===== src/rtl/tx_scheduler_pkg.sv =====
// tx_pkg: shared states and frame geometry for the transmitter scheduler.
package tx_pkg;
    typedef enum logic [1:0] {RECOVER, IDLE, LAUNCH, BUSY} tx_sched_state_t;
    localparam int FRAME_BYTES = 16;
    localparam int FRAME_W = 128;
    localparam int BAUD_W = 8;
    localparam int FSIZE_W = 4;
endpackage


===== src/rtl/tx_scheduler_if.sv =====
// tx_scheduler_if: scheduler-to-transmitter link; master drives the frame, slave reports TXI.
interface tx_scheduler_if;
    import tx_pkg::*;
    logic tf;
    logic [FSIZE_W-1:0] framesize;
    logic [FRAME_W-1:0] framebits;
    logic [BAUD_W-1:0] baudrate;
    logic TXI;
    modport master (output tf, framesize, framebits, baudrate, input TXI);
    modport slave (input tf, framesize, framebits, baudrate, output TXI);
endinterface


===== src/rtl/tx_scheduler_rr_picker.sv =====
// rr_picker: first asserted request at or after the pointer, wrapping.
module rr_picker #(
    parameter int NREQ = 4
) (
    input  logic [NREQ-1:0] req,
    input  logic [2:0]      pointer,
    output logic            valid,
    output logic [NREQ-1:0] win_onehot,
    output logic [2:0]      win_idx
);
    assign valid = |req;
    assign win_onehot = NREQ'(1) << win_idx;
    // Scan farthest-first so the candidate nearest the pointer overrides.
    always_comb begin
        win_idx = '0;
        for (int k = NREQ - 1; k >= 0; k--)
            if (req[(int'(pointer) + k) % NREQ]) win_idx = 3'((int'(pointer) + k) % NREQ);
    end
endmodule


===== src/rtl/tx_scheduler.sv =====
// tx_scheduler: round-robin sharing of one serial transmitter among NREQ frame sources.
module tx_scheduler import tx_pkg::*; #(
    parameter int NREQ = 4,
    parameter int START_TIMEOUT = 15
) (
    input  logic                    clk,
    input  logic                    reset_n,
    input  logic [NREQ-1:0]         req,
    input  logic [NREQ*FSIZE_W-1:0] req_framesize,
    input  logic [NREQ*FRAME_W-1:0] req_framebits,
    input  logic [NREQ*BAUD_W-1:0]  req_baudrate,
    output logic [NREQ-1:0]         grant,
    output logic                    err,
    output logic                    done,
    output logic [2:0]              done_id,
    output logic                    busy,
    tx_scheduler_if.master          tx
);
    localparam int CW = $clog2(START_TIMEOUT + 1);

    tx_sched_state_t r_state, w_next;
    logic [2:0] r_ptr, w_ptr, w_idx;
    logic [CW-1:0] r_cnt, w_cnt;
    logic [NREQ-1:0] r_grant, w_grant, w_onehot;
    logic r_err, w_err, r_done, w_done, r_tf, w_tf, r_busy, w_cap, w_valid, w_bad;
    logic [2:0] r_id;
    logic [FSIZE_W-1:0] r_fs, w_fs;
    logic [FRAME_W-1:0] r_fb, w_fb;
    logic [BAUD_W-1:0] r_bd, w_bd;

    rr_picker #(.NREQ(NREQ)) u_pick (
        .req(req), .pointer(r_ptr), .valid(w_valid), .win_onehot(w_onehot), .win_idx(w_idx)
    );

    assign w_fs = req_framesize[w_idx*FSIZE_W +: FSIZE_W];
    assign w_fb = req_framebits[w_idx*FRAME_W +: FRAME_W];
    assign w_bd = req_baudrate[w_idx*BAUD_W +: BAUD_W];
    assign w_bad = (w_fs == '0) || (w_bd < BAUD_W'(2));

    always_comb begin
        w_next = r_state;
        w_ptr = r_ptr;
        w_cnt = r_cnt;
        w_grant = '0;
        w_err = 1'b0;
        w_done = 1'b0;
        w_tf = r_tf;
        w_cap = 1'b0;
        case (r_state)
            RECOVER: w_next = tx.TXI ? IDLE : RECOVER;
            IDLE: if (w_valid) begin
                w_grant = w_onehot;
                w_cap = 1'b1;
                w_ptr = (int'(w_idx) == NREQ - 1) ? '0 : w_idx + 3'd1;
                w_err = w_bad;
                w_tf = !w_bad;
                w_cnt = '0;
                w_next = w_bad ? IDLE : LAUNCH;
            end
            LAUNCH: if (!tx.TXI) begin
                w_tf = 1'b0;
                w_next = BUSY;
            end else if (r_cnt == CW'(START_TIMEOUT - 1)) begin
                w_tf = 1'b0;
                w_err = 1'b1;
                w_next = IDLE;
            end else w_cnt = r_cnt + 1'b1;
            BUSY: if (tx.TXI) begin
                w_done = 1'b1;
                w_next = IDLE;
            end
            default: w_next = RECOVER;
        endcase
    end

    // The transmitter has no reset, so clearing tf here is what keeps it from relaunching.
    always_ff @(posedge clk or negedge reset_n) begin
        if (!reset_n) begin
            r_state <= RECOVER;
            r_ptr <= '0;
            r_cnt <= '0;
            r_grant <= '0;
            r_err <= 1'b0;
            r_done <= 1'b0;
            r_tf <= 1'b0;
            r_busy <= 1'b1;
            r_id <= '0;
            r_fs <= '0;
            r_fb <= '0;
            r_bd <= '0;
        end else begin
            r_state <= w_next;
            r_ptr <= w_ptr;
            r_cnt <= w_cnt;
            r_grant <= w_grant;
            r_err <= w_err;
            r_done <= w_done;
            r_tf <= w_tf;
            r_busy <= (w_next != IDLE);
            if (w_cap) begin
                r_id <= w_idx;
                r_fs <= w_fs;
                r_fb <= w_fb;
                r_bd <= w_bd;
            end
        end
    end

    assign grant = r_grant;
    assign err = r_err;
    assign done = r_done;
    assign done_id = r_id;
    assign busy = r_busy;
    assign tx.tf = r_tf;
    assign tx.framesize = r_fs;
    assign tx.framebits = r_fb;
    assign tx.baudrate = r_bd;
endmodule


===== src/flat_wrapper.sv =====
// flat-port wrapper written by rule: the top's interface ports become plain ports
module tx_scheduler_flat import tx_pkg::*;
#(
    parameter int NREQ = 4,
    parameter int START_TIMEOUT = 15
)
  (clk, reset_n, req, req_framesize, req_framebits, req_baudrate, grant, err, done, done_id, busy, tx_tf, tx_framesize, tx_framebits, tx_baudrate, tx_TXI);
  tx_scheduler_if tx_i ();
  input  logic clk;
  input  logic reset_n;
  input  logic [NREQ-1:0] req;
  input  logic [NREQ*FSIZE_W-1:0] req_framesize;
  input  logic [NREQ*FRAME_W-1:0] req_framebits;
  input  logic [NREQ*BAUD_W-1:0] req_baudrate;
  output logic [NREQ-1:0] grant;
  output logic err;
  output logic done;
  output logic [2:0] done_id;
  output logic busy;
  output wire logic [$bits(tx_i.tf)-1:0] tx_tf;
  output wire logic [$bits(tx_i.framesize)-1:0] tx_framesize;
  output wire logic [$bits(tx_i.framebits)-1:0] tx_framebits;
  output wire logic [$bits(tx_i.baudrate)-1:0] tx_baudrate;
  input wire logic [$bits(tx_i.TXI)-1:0] tx_TXI;
  assign tx_tf = tx_i.tf;
  assign tx_framesize = tx_i.framesize;
  assign tx_framebits = tx_i.framebits;
  assign tx_baudrate = tx_i.baudrate;
  assign tx_i.TXI = tx_TXI;
  tx_scheduler #(.NREQ(NREQ), .START_TIMEOUT(START_TIMEOUT)) u_core (.clk(clk), .reset_n(reset_n), .req(req), .req_framesize(req_framesize), .req_framebits(req_framebits), .req_baudrate(req_baudrate), .grant(grant), .err(err), .done(done), .done_id(done_id), .busy(busy), .tx(tx_i));
endmodule

===== config.mk =====
export PLATFORM = sky130hd
export DESIGN_NAME = tx_scheduler_flat
export DESIGN_NICKNAME = d
export VERILOG_FILES = /design/src/rtl/tx_scheduler_pkg.sv /design/src/rtl/tx_scheduler_if.sv /design/src/rtl/tx_scheduler_rr_picker.sv /design/src/rtl/tx_scheduler.sv /design/src/flat_wrapper.sv
export SDC_FILE = /design/constraint.sdc
export NUM_CORES = 1
export LEC_CHECK = 0
export ABC_AREA = 1
export CAP_MARGIN = 15
export CORE_AREA = 2 2 283 285
export CTS_CLUSTER_DIAMETER = 40
export DETAILED_ROUTE_END_ITERATION = 10
export DIE_AREA = 0 0 285 287
export GPL_TIMING_DRIVEN = 0
export HOLD_SLACK_MARGIN = 0.02
export SLEW_MARGIN = 20
export SYNTH_ARGS = -nofsm -noshare
export SYNTH_HDL_FRONTEND = slang
export SYNTH_SLANG_ARGS = --single-unit
export TNS_END_PERCENT = 50

===== constraint.sdc =====
create_clock -name clk -period 2.25 [get_ports clk]
set_input_delay 0.3375 -clock clk [delete_from_list [all_inputs] [get_ports clk]]
set_output_delay 0.3375 -clock clk [all_outputs]
set_load 0.005 [all_outputs]

# Word-level counts from Yosys, hierarchy flattened
# Index checks and enable logic that the tools add are counted.
dict set report totals {
  output_inout_bits 151
  ramBits 0
  word_cells 92
  n_memories 0
  rom_bits 0
  latch_bits 0
  register_bits 159
  in_bits 567
}
dict set report op_classes {
  n_shift 4
  reduce_logical 12
  n_div 0
  bitwise_logic 3
  muxes 41
  n_addsub 5
  n_mul 0
  n_eq_ne 10
  magnitude_cmp 5
}
# operator n
set ops {}
lappend ops {{$shiftx A512 B11 Y128} 1}
lappend ops {{$shiftx A32 B7 Y8} 1}
lappend ops {{$mux W4} 5}
lappend ops {{$mux W1} 18}
lappend ops {{$shiftx A16 B6 Y4} 1}
lappend ops {{$lt A3 B4 Y1 const B} 3}
lappend ops {{$mux W2} 6}
lappend ops {{$mux W3} 4}
lappend ops {{$bmux W1 S2} 4}
lappend ops {{$lt A8 B2 Y1 const B} 1}
lappend ops {{$pmux W2 S4} 1}
lappend ops {{$pmux W4 S2} 1}
lappend ops {{$ne A2 B2 Y1 const B} 3}
lappend ops {{$reduce_or A2 Y1} 3}
lappend ops {{$add A2 B1 Y2 const B} 2}
lappend ops {{$add A2 B2 Y2 const B} 2}
lappend ops {{$add A4 B1 Y4 const B} 1}
lappend ops {{$eq A2 B2 Y1 const B} 2}
lappend ops {{$eq A4 B4 Y1 const B} 1}
lappend ops {{$logic_not A4 Y1} 1}
lappend ops {{$pmux W1 S2} 2}
lappend ops {{$reduce_and A4 Y1} 1}
lappend ops {{$reduce_or A4 Y1} 1}
lappend ops {{$shl A1 B3 Y4 const A} 1}
lappend ops {{other kinds (12)} 14}

# Depth between registers and ports, before layout
# Gate-level depths: netlist of the first run.
dict set report logic_depth {
  word_depth 17
  depth_mapped 24
  depth_no_buf 22
}

# Hierarchy
# Synthesis of the first run repeated with hierarchy kept, for this count alone.
dict set report unflattened {
  cells_unflattened 1339
  hier_area_um2 10060.9
}
# module cells_each instances area_each_um2 seq_area_each_um2
set by_module_without_submodules {}
lappend by_module_without_submodules {tx_scheduler 1285 1 9774.4 4005.1}
lappend by_module_without_submodules {rr_picker 54 1 286.5 0.0}

# Worst setup path before layout of the first run
# No wires, ideal clock.
dict set report synth_timing {
  kind {reg-to-reg}
  startpoint {register u_core.r_ptr[0]}
  endpoint {register u_core.r_ptr[1]}
  required_time_ns 2.116
  period_less_slack_ns 2.093
  n_path_buf 4
  t_arrival_ns 1.960
  setup_ns 0.134
  stages_incl_launch_ff 14
  path_slack_ns 0.157
  path_cell_list {dfrtp_1 buf_6 inv_4 nand3_1 and2_1 nand3_2 nand3_2 nand2_4 buf_6 buf_2 buf_2 ha_1 nand2_1 o21ai_0}
}
dict set report synth_via {
  elab_chain_cells 10
  elab_cells_between_ends 27
  classes_between {add/sub (4); eq/ne (1); mux (16); bitwise (3); reduce/logical (3)}
}
# item line
set synth_rtl {}
lappend synth_rtl {{from (decl)} tx_scheduler.sv:22} ;# logic [2:0] r_ptr, w_ptr, w_idx;
lappend synth_rtl {{from (signal assigned)} tx_scheduler.sv:93} ;# r_ptr <= w_ptr;
lappend synth_rtl {{$add A2 B2 Y2} tx_scheduler_rr_picker.sv:17} ;# if (req[(int'(pointer) + k) % NREQ]) win_idx = 3'((int'(pointer) + k) % NREQ);
lappend synth_rtl {{$bmux W1 S2} tx_scheduler_rr_picker.sv:17}
lappend synth_rtl {{$mux W1 (not written as such) (2 in a row)} tx_scheduler_rr_picker.sv:17}
lappend synth_rtl {{$mux W3 (3 in a row)} tx_scheduler_rr_picker.sv:17}
lappend synth_rtl {{$mux W3 *} tx_scheduler_rr_picker.sv:17}
lappend synth_rtl {{via u_core.u_pick.win_idx[0]} tx_scheduler_rr_picker.sv:9} ;# output logic [2:0] win_idx
lappend synth_rtl {{$add A2 B1 Y2 or $eq A3 B3 Y1 (tied branches)} tx_scheduler.sv:54} ;# w_ptr = (int'(w_idx) == NREQ - 1) ? '0 : w_idx + 3'd1;
lappend synth_rtl {{$mux W2 *} tx_scheduler.sv:54}
# The timed path passes the listed nets; every way through them passes the cells marked *. The select of a mux whose other input is x is not followed.
# A chain may end at the register's enable or synchronous reset.

# Worst setup path in the final report of the first run
dict set report layout_timing {
  startpoint {register u_core.r_ptr[0]}
  endpoint {register u_core.r_fb[78], in the netlist u_core.tx.framebits[78]}
}
dict set report layout_via {
  elab_chain_cells 9
  elab_cells_between_ends 25
  classes_between {add/sub (3); shift (1); mux (15); bitwise (3); reduce/logical (3)}
}
# item line
set layout_rtl {}
lappend layout_rtl {{$add A2 B2 Y2} tx_scheduler_rr_picker.sv:17}
lappend layout_rtl {{$bmux W1 S2} tx_scheduler_rr_picker.sv:17}
lappend layout_rtl {{$mux W1 (not written as such) (2 in a row)} tx_scheduler_rr_picker.sv:17}
lappend layout_rtl {{$mux W3 (3 in a row)} tx_scheduler_rr_picker.sv:17}
lappend layout_rtl {{$mux W3 *} tx_scheduler_rr_picker.sv:17}
lappend layout_rtl {{$shiftx A512 B11 Y128 *} tx_scheduler.sv:36} ;# assign w_fb = req_framebits[w_idx*FRAME_W +: FRAME_W];
lappend layout_rtl {{to (signal assigned)} tx_scheduler.sv:103} ;# r_fb <= w_fb;
lappend layout_rtl {{to (decl)} tx_scheduler.sv:28} ;# logic [FRAME_W-1:0] r_fb, w_fb;
# Every way passes the cells marked *; elsewhere a longest branch is shown, timed or not. The select of a mux whose other input is x is not followed.

==> out/metrics.yaml, run 1 <==
status: "finished, violations left"
violations: "setup timing"
grt_pass1_vias: 14100
dp_slack_ns: -1.51
drv_slew: 0
die_w_um: 285
setup.worst_path.start_class: "flop"
instances_no_fill: 3338
track_usage: 0.170
synthesis.nets: 2076
stdcell_area_um2: 21400
ir_worst_vdd_v: 0.000787
ys_seq_elements: 158
core_um2: 78600
area_delta_synth_final_pct: 109
mostFrequentLayoutCells: "clkdlybuf4s50_1 (715), nor2_1 (488), dfrtp_1 (156), o21ai_0 (134), a31oi_1 (103)"
clk_pin_slew_ns: 0.07
cts-root-buf: "clkbuf_16"
cts_tree: "yes"
tns_ns: -8.99
vias: 14100
clkLatencyLatePin_ns: 0.48
layout_commonest_cell: "clkdlybuf4s50_1"
wirelength_um: 73800
wire_per_inst_um: 22.1
fin_nets: 2852
boundaryPins: 718
grt_pass1_wl_um: 99900
cts_buffer_depth: 2
p_leak_nw: 8.36
min_period_ns: 2.45
viasPerCell: 4.22
max_freq_mhz: 408
drcViolationCount: 0
crit_arrival_ns: 2.78
min_period_over_period: 1.09
slew_headroom: 0.504
ys_warn_count: 0
htreeDepth: 4
port_buffers: 716
cp-end-kind: "flop"
antenna_found_initial: 9
netlist_instances: 1499
dpl_cell_area_um2: 18800
timing.hold.ws_ns: 0.241
start_util: 0.130
p_per_area_nw_per_um2: 1810
clock_sinks: 158
cap_violations: 0
syn_avg_cell_area_um2: 6.82
grt_max_degree: 80
finish.utilization: 0.272
drive_above_1_share: 0.159
power_mw: 38.6
dieArea_um2: 81800
final-hold-violation-count: 0
crit_type: "flop to flop"
row_count: 103
synth_top_area_share: 0.384
cp.required_ns: 2.58
drt_first_pass_iters: 5
synth_top_area_cell: "dfrtp_1"
ys_seq_area_frac: 0.387
rsz0062_at_grt: "true"
gr-total-overflow: 0
reg2reg_depth: 13
final_antenna_net_count: 0
finalClockSkew_ns: 0.0246
place.gp.congestion: 0.952
hpwl_um: 57200
drt_iter0_drc: 724
synth_cell_types: 37
layout_setup_ws_ns: -0.202
max_slew.worst_pin.slew_ns: 0.744
placed_cells: 3267
worstHoldPathType: "primary input to async pin"
path_max_fanout: 9
setup_viol: 131
cts_buffers: 17
synthTopCellsByArea: "dfrtp_1 (38%), nor2_1 (20%), o21ai_0 (9.4%)"
die_h_um: 287
netlist_area_um2: 10200
report_power, final:
group	switching (mW)	internal (mW)
clock	1.44	1.67
sequential	0.871	4.34
combinational	17.1	13.2
total	19.4	19.2
timing repair:
action	CTS	global route
buffers inserted	11	14
resized for setup	239	293
hold endpoints to repair	157	0
pin swaps	10	93
hold buffers	1	0
endpoints found under the setup margin	153	153
cloned	3	10
cells in the mapped netlist:
cell type,number
dfrtp_1,157
buf_6,9
o31ai_1,1
nor2_1,553
o21ai_1,60
nand3_2,3
o21ai_0,191
nor2_2,2
buf_2,34
nand2_1,122
nand3b_1,3
a32o_1,1
conb_1,1
a31oi_1,103
nor4_1,1
clkbuf_1,61
dfstp_2,1
inv_2,2
nor3_1,2
nand2_2,3
a21oi_1,3
nand3_1,41
xor2_1,2
buf_4,8
ha_1,10
a21boi_0,1
a22oi_1,1
nand2_4,2
inv_4,2
o211ai_1,42
inv_1,32
a31o_2,1
or2_2,21
buf_1,10
a21oi_4,1
and2_1,2
o221ai_1,10
worst max-delay path: stages (launching register included):
cell      delay [ns]
dfrtp_1         0.40
buf_6           0.15
inv_8           0.07
nand3_1         0.09
and2_4          0.16
nand3_4         0.08
nand3_4         0.11
nand2_8         0.14
clkinv_8        0.08
buf_16          0.18
buf_12          0.16
buf_12          0.14
o211ai_1        0.37
o211ai_1        0.15
final timing paths:
path / start / end / slack (ns)
worst max register to register: u_core.r_ptr[0]$_DFFE_PN0P_ / u_core.tx.framebits[78]$_DFFE_PN0P_ / -0.20
max in group asynchronous: reset_n / u_core.tx.framebits[99]$_DFFE_PN0P_ / 1.28
worst min-delay path: reset_n / u_core.tx.framebits[63]$_DFFE_PN0P_ / 0.24
worst min register to register: u_core.done_id[0]$_DFFE_PN0P_ / u_core.done_id[0]$_DFFE_PN0P_ / 0.50
worst max-delay path: u_core.r_ptr[0]$_DFFE_PN0P_ / u_core.tx.framebits[78]$_DFFE_PN0P_ / -0.20
min in group clk: req_framebits[376] / u_core.tx.framebits[120]$_DFFE_PN0P_ / 0.49
area by class of cell:
| class | instances | area (µm²) |
|---|---|---|
| fillers | 8553 | 57200 |
| repair buffers | 757 | 7780 |
| multi-input cells | 1183 | 6240 |
| flip-flops and latches | 158 | 3960 |
| plain buffers | 122 | 1340 |
| well taps | 1050 | 1310 |
| clock buffers | 19 | 443 |
| inverters | 36 | 166 |
| clock inverters | 12 | 138 |
| diodes | 1 | 2.50 |
cells by family (layout without fill, tap and decap cells):
kind of cell / Yosys count / in the layout / synth area share
AOI/OAI and AO/OA: 415 / 415 / 0.232
other: 1 / 2 / 0.000367
adders and majority gates: 10 / 10 / 0.0122
DFF: 158 / 158 / 0.387
buffers and inverters: 158 / 946 / 0.0722
xor gates and xnor gates: 2 / 2 / 0.00171
and+or+nand+nor: 755 / 755 / 0.294
routing by layer:
layer | share of wire | GRT usage | vias up
met5 | 0.0014 | 0 | -
met4 | 0.039 | 0.0736 | 16
met3 | 0.082 | 0.0543 | 122
met2 | 0.48 | 0.286 | 688
met1 | 0.40 | 0.199 | 6641
li1 | - | - | 6603
flip-flops by register name (all words and copies together), names as in the netlist:
name,count
u_core.busy,1
u_core.tx.baudrate,8
u_core.err,1
u_core.r_state,2
u_core.r_ptr,2
u_core.tx.framebits,128
u_core.tx.tf,1
u_core.done,1
u_core.tx.framesize,4
u_core.done_id,2
u_core.grant,4
u_core.r_cnt,4
Note: power is estimated with default switching activity, not from simulation.
==> run 2: changes to the inputs <==
- CELL_PAD_IN_SITES_DETAIL_PLACEMENT: default -> 0
- CELL_PAD_IN_SITES_GLOBAL_PLACEMENT: default -> 1
- CTS_CLUSTER_DIAMETER: 40 -> 30
- PLACE_DENSITY_LB_ADDON: default -> 0.1
==> out/metrics.yaml, run 2 (synthesized netlist as in run 1, its figures left out) <==
status: "finished, violations left"
violations: "setup timing"
drcViolationCount: 0
clkLatencyLatePin_ns: 0.49
die_w_um: 285
place.gp.congestion: 0.832
p_switching_mw: 19.2
largest_reg_flops: 128
max_slew.worst_pin.slew_ns: 0.653
gr-total-overflow: 0
path_max_fanout: 7
p_sw_frac: 0.488
timing.hold.ws_ns: 0.257
fin_nets: 2859
dieArea_um2: 81800
crit_arrival_ns: 2.76
grt_pass1_wl_um: 107000
layout_commonest_cell: "clkdlybuf4s50_1"
p_int_mw: 20.1
rsz0062_at_grt: "true"
htreeDepth: 4
worstHoldPathType: "primary input to async pin"
fillers: 8633
clockPowerShare: 0.084
core_um2: 78600
dpl_cell_area_um2: 18800
wirelength_um: 80000
wire_per_inst_um: 23.8
port_buffers: 716
boundaryPins: 718
start_util: 0.130
cts_tree: "yes"
final_antenna_net_count: 0
area_delta_synth_final_pct: 112
pwr-share-comb: 0.784
cap_violations: 0
die_h_um: 287
clock_sinks: 158
setup.worst_path.start_class: "flop"
row_count: 103
hpwl_um: 60500
drt_first_pass_iters: 5
grt_pass1_vias: 14200
min_period_over_period: 1.07
cp.required_ns: 2.60
max_freq_mhz: 416
drv_slew: 0
min_period_ns: 2.40
setup_viol: 135
stdcell_area_um2: 21700
seqPwrFrac: 0.131
vias: 13900
clk_pin_slew_ns: 0.08
p_per_area_nw_per_um2: 1810
cts-root-buf: "clkbuf_16"
ir_worst_vdd_v: 0.000608
finalClockSkew_ns: 0.0178
dp_slack_ns: -1.35
drive_above_1_share: 0.166
cts_buffers: 17
drt_iter0_drc: 531
grt_max_degree: 74
track_usage: 0.183
viasPerCell: 4.13
cts_buffer_depth: 2
finish.utilization: 0.276
final-hold-violation-count: 0
cp-end-kind: "flop"
antenna_found_initial: 22
crit_type: "flop to flop"
layout_setup_ws_ns: -0.155
slew_headroom: 0.565
p_leak_nw: 8.46
mostFrequentLayoutCells: "clkdlybuf4s50_1 (715), nor2_1 (470), dfrtp_1 (156), o21ai_0 (144), a31oi_1 (103)"
==> run 2: changes by cell type in the layout (fill, tap and decap cells not counted), sizes merged <==
cell	previous run	this run
clkinv	7	4
bufinv	2	3
bufbuf	1	0
buf	99	94
inv	36	38
diode	1	13
clkbuf	82	96
==> run 2: critical path: stages, from the launching register on <==
cell and delay, ns:
dfrtp_1 0.41, buf_6 0.15, nand2_2 0.11, nand3_2 0.10
nand2_2 0.09, nand3_4 0.10, nand2_4 0.09, nand2_4 0.07
nand2_8 0.14, clkinv_8 0.09, buf_12 0.16, clkbuf_16 0.18
buf_12 0.14, o211ai_1 0.27, o211ai_1 0.13
==> run 2: what timing repair did <==
action	in CTS	in global routing
hold endpoints to repair	86	0
cloned	4	21
buffers inserted	12	12
resized for setup	285	238
setup endpoints to repair	153	150
pin swaps	21	65
hold buffers	1	0
==> run 2: per-layer routing <==
layer | track usage | part of all wire | vias up
met5 | 0 | 0.00066 | -
met4 | 0.0513 | 0.014 | 8
met3 | 0.0563 | 0.069 | 57
met2 | 0.326 | 0.52 | 489
li1 | - | - | 6626
met1 | 0.210 | 0.40 | 6690
==> run 2: final cells by class <==
cell class / count / area, µm² / area share
antenna: 13 / 32.5 / 0.00150
sequential: 158 / 3960 / 0.183
clock inverter: 12 / 160 / 0.00739
clock buffer: 20 / 447 / 0.0206
tap: 1050 / 1310 / 0.0606
timing repair buffer: 766 / 8080 / 0.373
multi-input combinational: 1183 / 6170 / 0.285
buffer: 120 / 1360 / 0.0625
inverter: 36 / 163 / 0.00750
==> run 2: worst paths after layout <==
kind	startpoint	end	slack (ns)	depth (start not counted)
max	u_core.r_ptr[0]$_DFFE_PN0P_	u_core.tx.framebits[78]$_DFFE_PN0P_	-0.15	14
min	reset_n	u_core.tx.framebits[73]$_DFFE_PN0P_	0.26	2
max reg2reg	u_core.r_ptr[0]$_DFFE_PN0P_	u_core.tx.framebits[78]$_DFFE_PN0P_	-0.15	14
min reg2reg	u_core.tx.baudrate[4]$_DFFE_PN0P_	u_core.tx.baudrate[4]$_DFFE_PN0P_	0.50	2
max in group asynchronous	reset_n	u_core.tx.framebits[1]$_DFFE_PN0P_	1.23	3
min in group clk	req_framebits[26]	u_core.tx.framebits[26]$_DFFE_PN0P_	0.48	3
==> run 2: power by group through the flow <==
| stage | Sequential [mW] | Combinational (mW) | Clock, mW |
|---|---|---|---|
| 2_1_floorplan | 5.18 | 11.8 | 0 |
| 3_3_place_gp | 5.17 | 23.3 | 0 |
| 3_5_place_dp | 5.18 | 23.3 | 0 |
| 4_1_cts | 5.16 | 27.3 | 3.49 |
| 5_1_grt | 5.33 | 33.5 | 3.56 |
| 6_report | 5.15 | 30.8 | 3.31 |
==> run 2: through the flow <==
| stage | power (mW) | cells | setup TNS [ns] |
|---|---|---|---|
| after floorplan | 17.0 | 1499 | 0 |
| after global placement | 28.5 | 3265 | -1398.82 |
| after detailed placement | 28.5 | 3267 | -163.14 |
| after CTS | 36.0 | 3315 | -2.42 |
| after global routing | 42.4 | 3357 | -24.84 |
| final | 39.2 | 3358 | -6.50 |
==> run 3: changes to the inputs <==
- CTS_CLUSTER_DIAMETER: 30 -> default
- SLEW_MARGIN: 20 -> default
- clock period: 2.25 -> 2.78 ns (I/O delays scaled with it)
==> out/metrics.yaml, run 3 (synthesized netlist as in run 1, its figures left out) <==
final_antenna_net_count: 0
viasPerCell: 4.07
p_leak_nw: 7.64
largest_reg_flops: 128
core_um2: 78600
crit_buf_inv: 4
track_usage: 0.181
cpMostUsedCell: "inv_1"
crit_family: "buffers and inverters"
cp_slowest_cell: "clkbuf_1"
p_per_area_nw_per_um2: 1310
clkLatencyLatePin_ns: 0.50
die_w_um: 285
place.gp.congestion: 0.832
mostFrequentLayoutCells: "clkdlybuf4s50_1 (715), nor2_1 (552), o21ai_0 (191), dfrtp_1 (157), nand2_1 (120)"
crit_arrival_ns: 3.03
slew_headroom: 0.492
grt_max_degree: 87
cap_violations: 0
area_delta_synth_final_pct: 91.1
drive_above_1_share: 0.0761
crit_type: "flop to flop"
grt_util_met1: 0.208
layout_setup_ws_ns: 0.0988
antenna_found_initial: 24
drv_slew: 0
post_cts_buffers: 0
fillers: 8747
grt_use_met3: 0.0554
drcViolationCount: 0
final-hold-violation-count: 0
grt_most_used_layer: "met2"
wirelength_um: 76500
row_count: 103
start_util: 0.130
dieArea_um2: 81800
wire_per_inst_um: 23.1
boundaryPins: 718
cts_buffer_depth: 2
min_period_over_period: 0.964
finalClockSkew_ns: 0.0213
cp-end-kind: "flop"
cts_tree: "yes"
fin_nets: 2812
max_slew.worst_pin.slew_ns: 0.762
stdcell_area_um2: 19500
ir_worst_vdd_v: 0.000443
gr-total-overflow: 0
worstPathCellList: "inv_1 > ha_1 > inv_1 > nor2_1 > clkbuf_2 > clkbuf_1 > a31oi_1"
dp_slack_ns: -0.898
grt_pass1_wl_um: 105000
max_freq_mhz: 373
min_period_ns: 2.68
cts-root-buf: "clkbuf_16"
drt_first_pass_iters: 5
grt_pass1_vias: 14100
drt_iter0_drc: 560
layout_commonest_cell: "clkdlybuf4s50_1"
timing.hold.ws_ns: 0.454
die_h_um: 287
vias: 13500
cp.required_ns: 3.13
cts_buffers: 17
setup.worst_path.start_class: "flop"
rsz0062_at_grt: "true"
grt_use_met2: 0.321
hpwl_um: 60400
clock_sinks: 158
setup_viol: 0
status: "completed"
port_buffers: 716
cpPeakStageDelay_ns: 0.60
htreeDepth: 4
clk_pin_slew_ns: 0.08
path_max_fanout: 10
worstHoldPathType: "primary input to async pin"
dpl_cell_area_um2: 18700
run 3: cell count changes in the layout (fill, tap and decap cells not counted), sizes merged:
cell / before / now
diode: 13 / 19
inv: 38 / 39
clkinvlp: 3 / 1
clkbuf: 96 / 89
buf: 94 / 54
run 3: final timing paths:
path	cells past startpoint	start	slack, ns	endpoint
min	2	reset_n	0.45	u_core.tx.framebits[73]$_DFFE_PN0P_
min reg2reg	2	u_core.done_id[0]$_DFFE_PN0P_	0.49	u_core.done_id[0]$_DFFE_PN0P_
max in group asynchronous	3	reset_n	1.29	u_core.tx.framebits[1]$_DFFE_PN0P_
min in group clk	2	u_core.done_id[0]$_DFFE_PN0P_	0.49	u_core.done_id[0]$_DFFE_PN0P_
max	7	u_core.r_state[1]$_DFF_PN0_	0.1	u_core.tx.framebits[77]$_DFFE_PN0P_
max reg2reg	7	u_core.r_state[1]$_DFF_PN0_	0.1	u_core.tx.framebits[77]$_DFFE_PN0P_
run 3: through the flow:
| step | power (mW) | utilization | std cells | setup TNS, ns |
|---|---|---|---|---|
| after floorplan | 13.7 | - | 1499 | 0 |
| after global placement | 23.1 | 0.238 | 3265 | -1258.32 |
| after detailed placement | 23.1 | 0.238 | 3266 | -97.27 |
| after CTS | 26.1 | 0.247 | 3298 | -0.00245 |
| after global routing | 28.0 | 0.248 | 3312 | -0.705 |
| final | 25.5 | 0.248 | 3316 | 0 |
run 3: power by group:
group | internal (mW) | switching [mW]
Sequential | 3.51 | 0.649
Combinational | 7.02 | 11.7
Clock | 1.45 | 1.26
run 3: metal layers:
metal,wire (µm),share of wire
met2,38800,0.51
met3,5260,0.069
met4,1250,0.016
met5,63,0.00082
met1,31100,0.41
run 3: final cells by class:
cell class                      count  area (µm²)  area share
Multi-Input combinational cell   1183        5550       0.284
Tap cell                         1050        1310      0.0673
Clock inverter                     11         158     0.00807
Sequential cell                   158        3960       0.202
Clock buffer                       20         447      0.0229
Inverter                           36         140     0.00717
Buffer                            121         711      0.0364
Timing Repair Buffer              718        7210       0.369
Antenna cell                       19        47.5     0.00243
run 3: what timing repair did:
item | CTS | global route
hold endpoints to repair | 71 | 0
endpoints found under the setup margin | 143 | 133
resized for setup | 36 | 57
hold buffers | 1 | 0
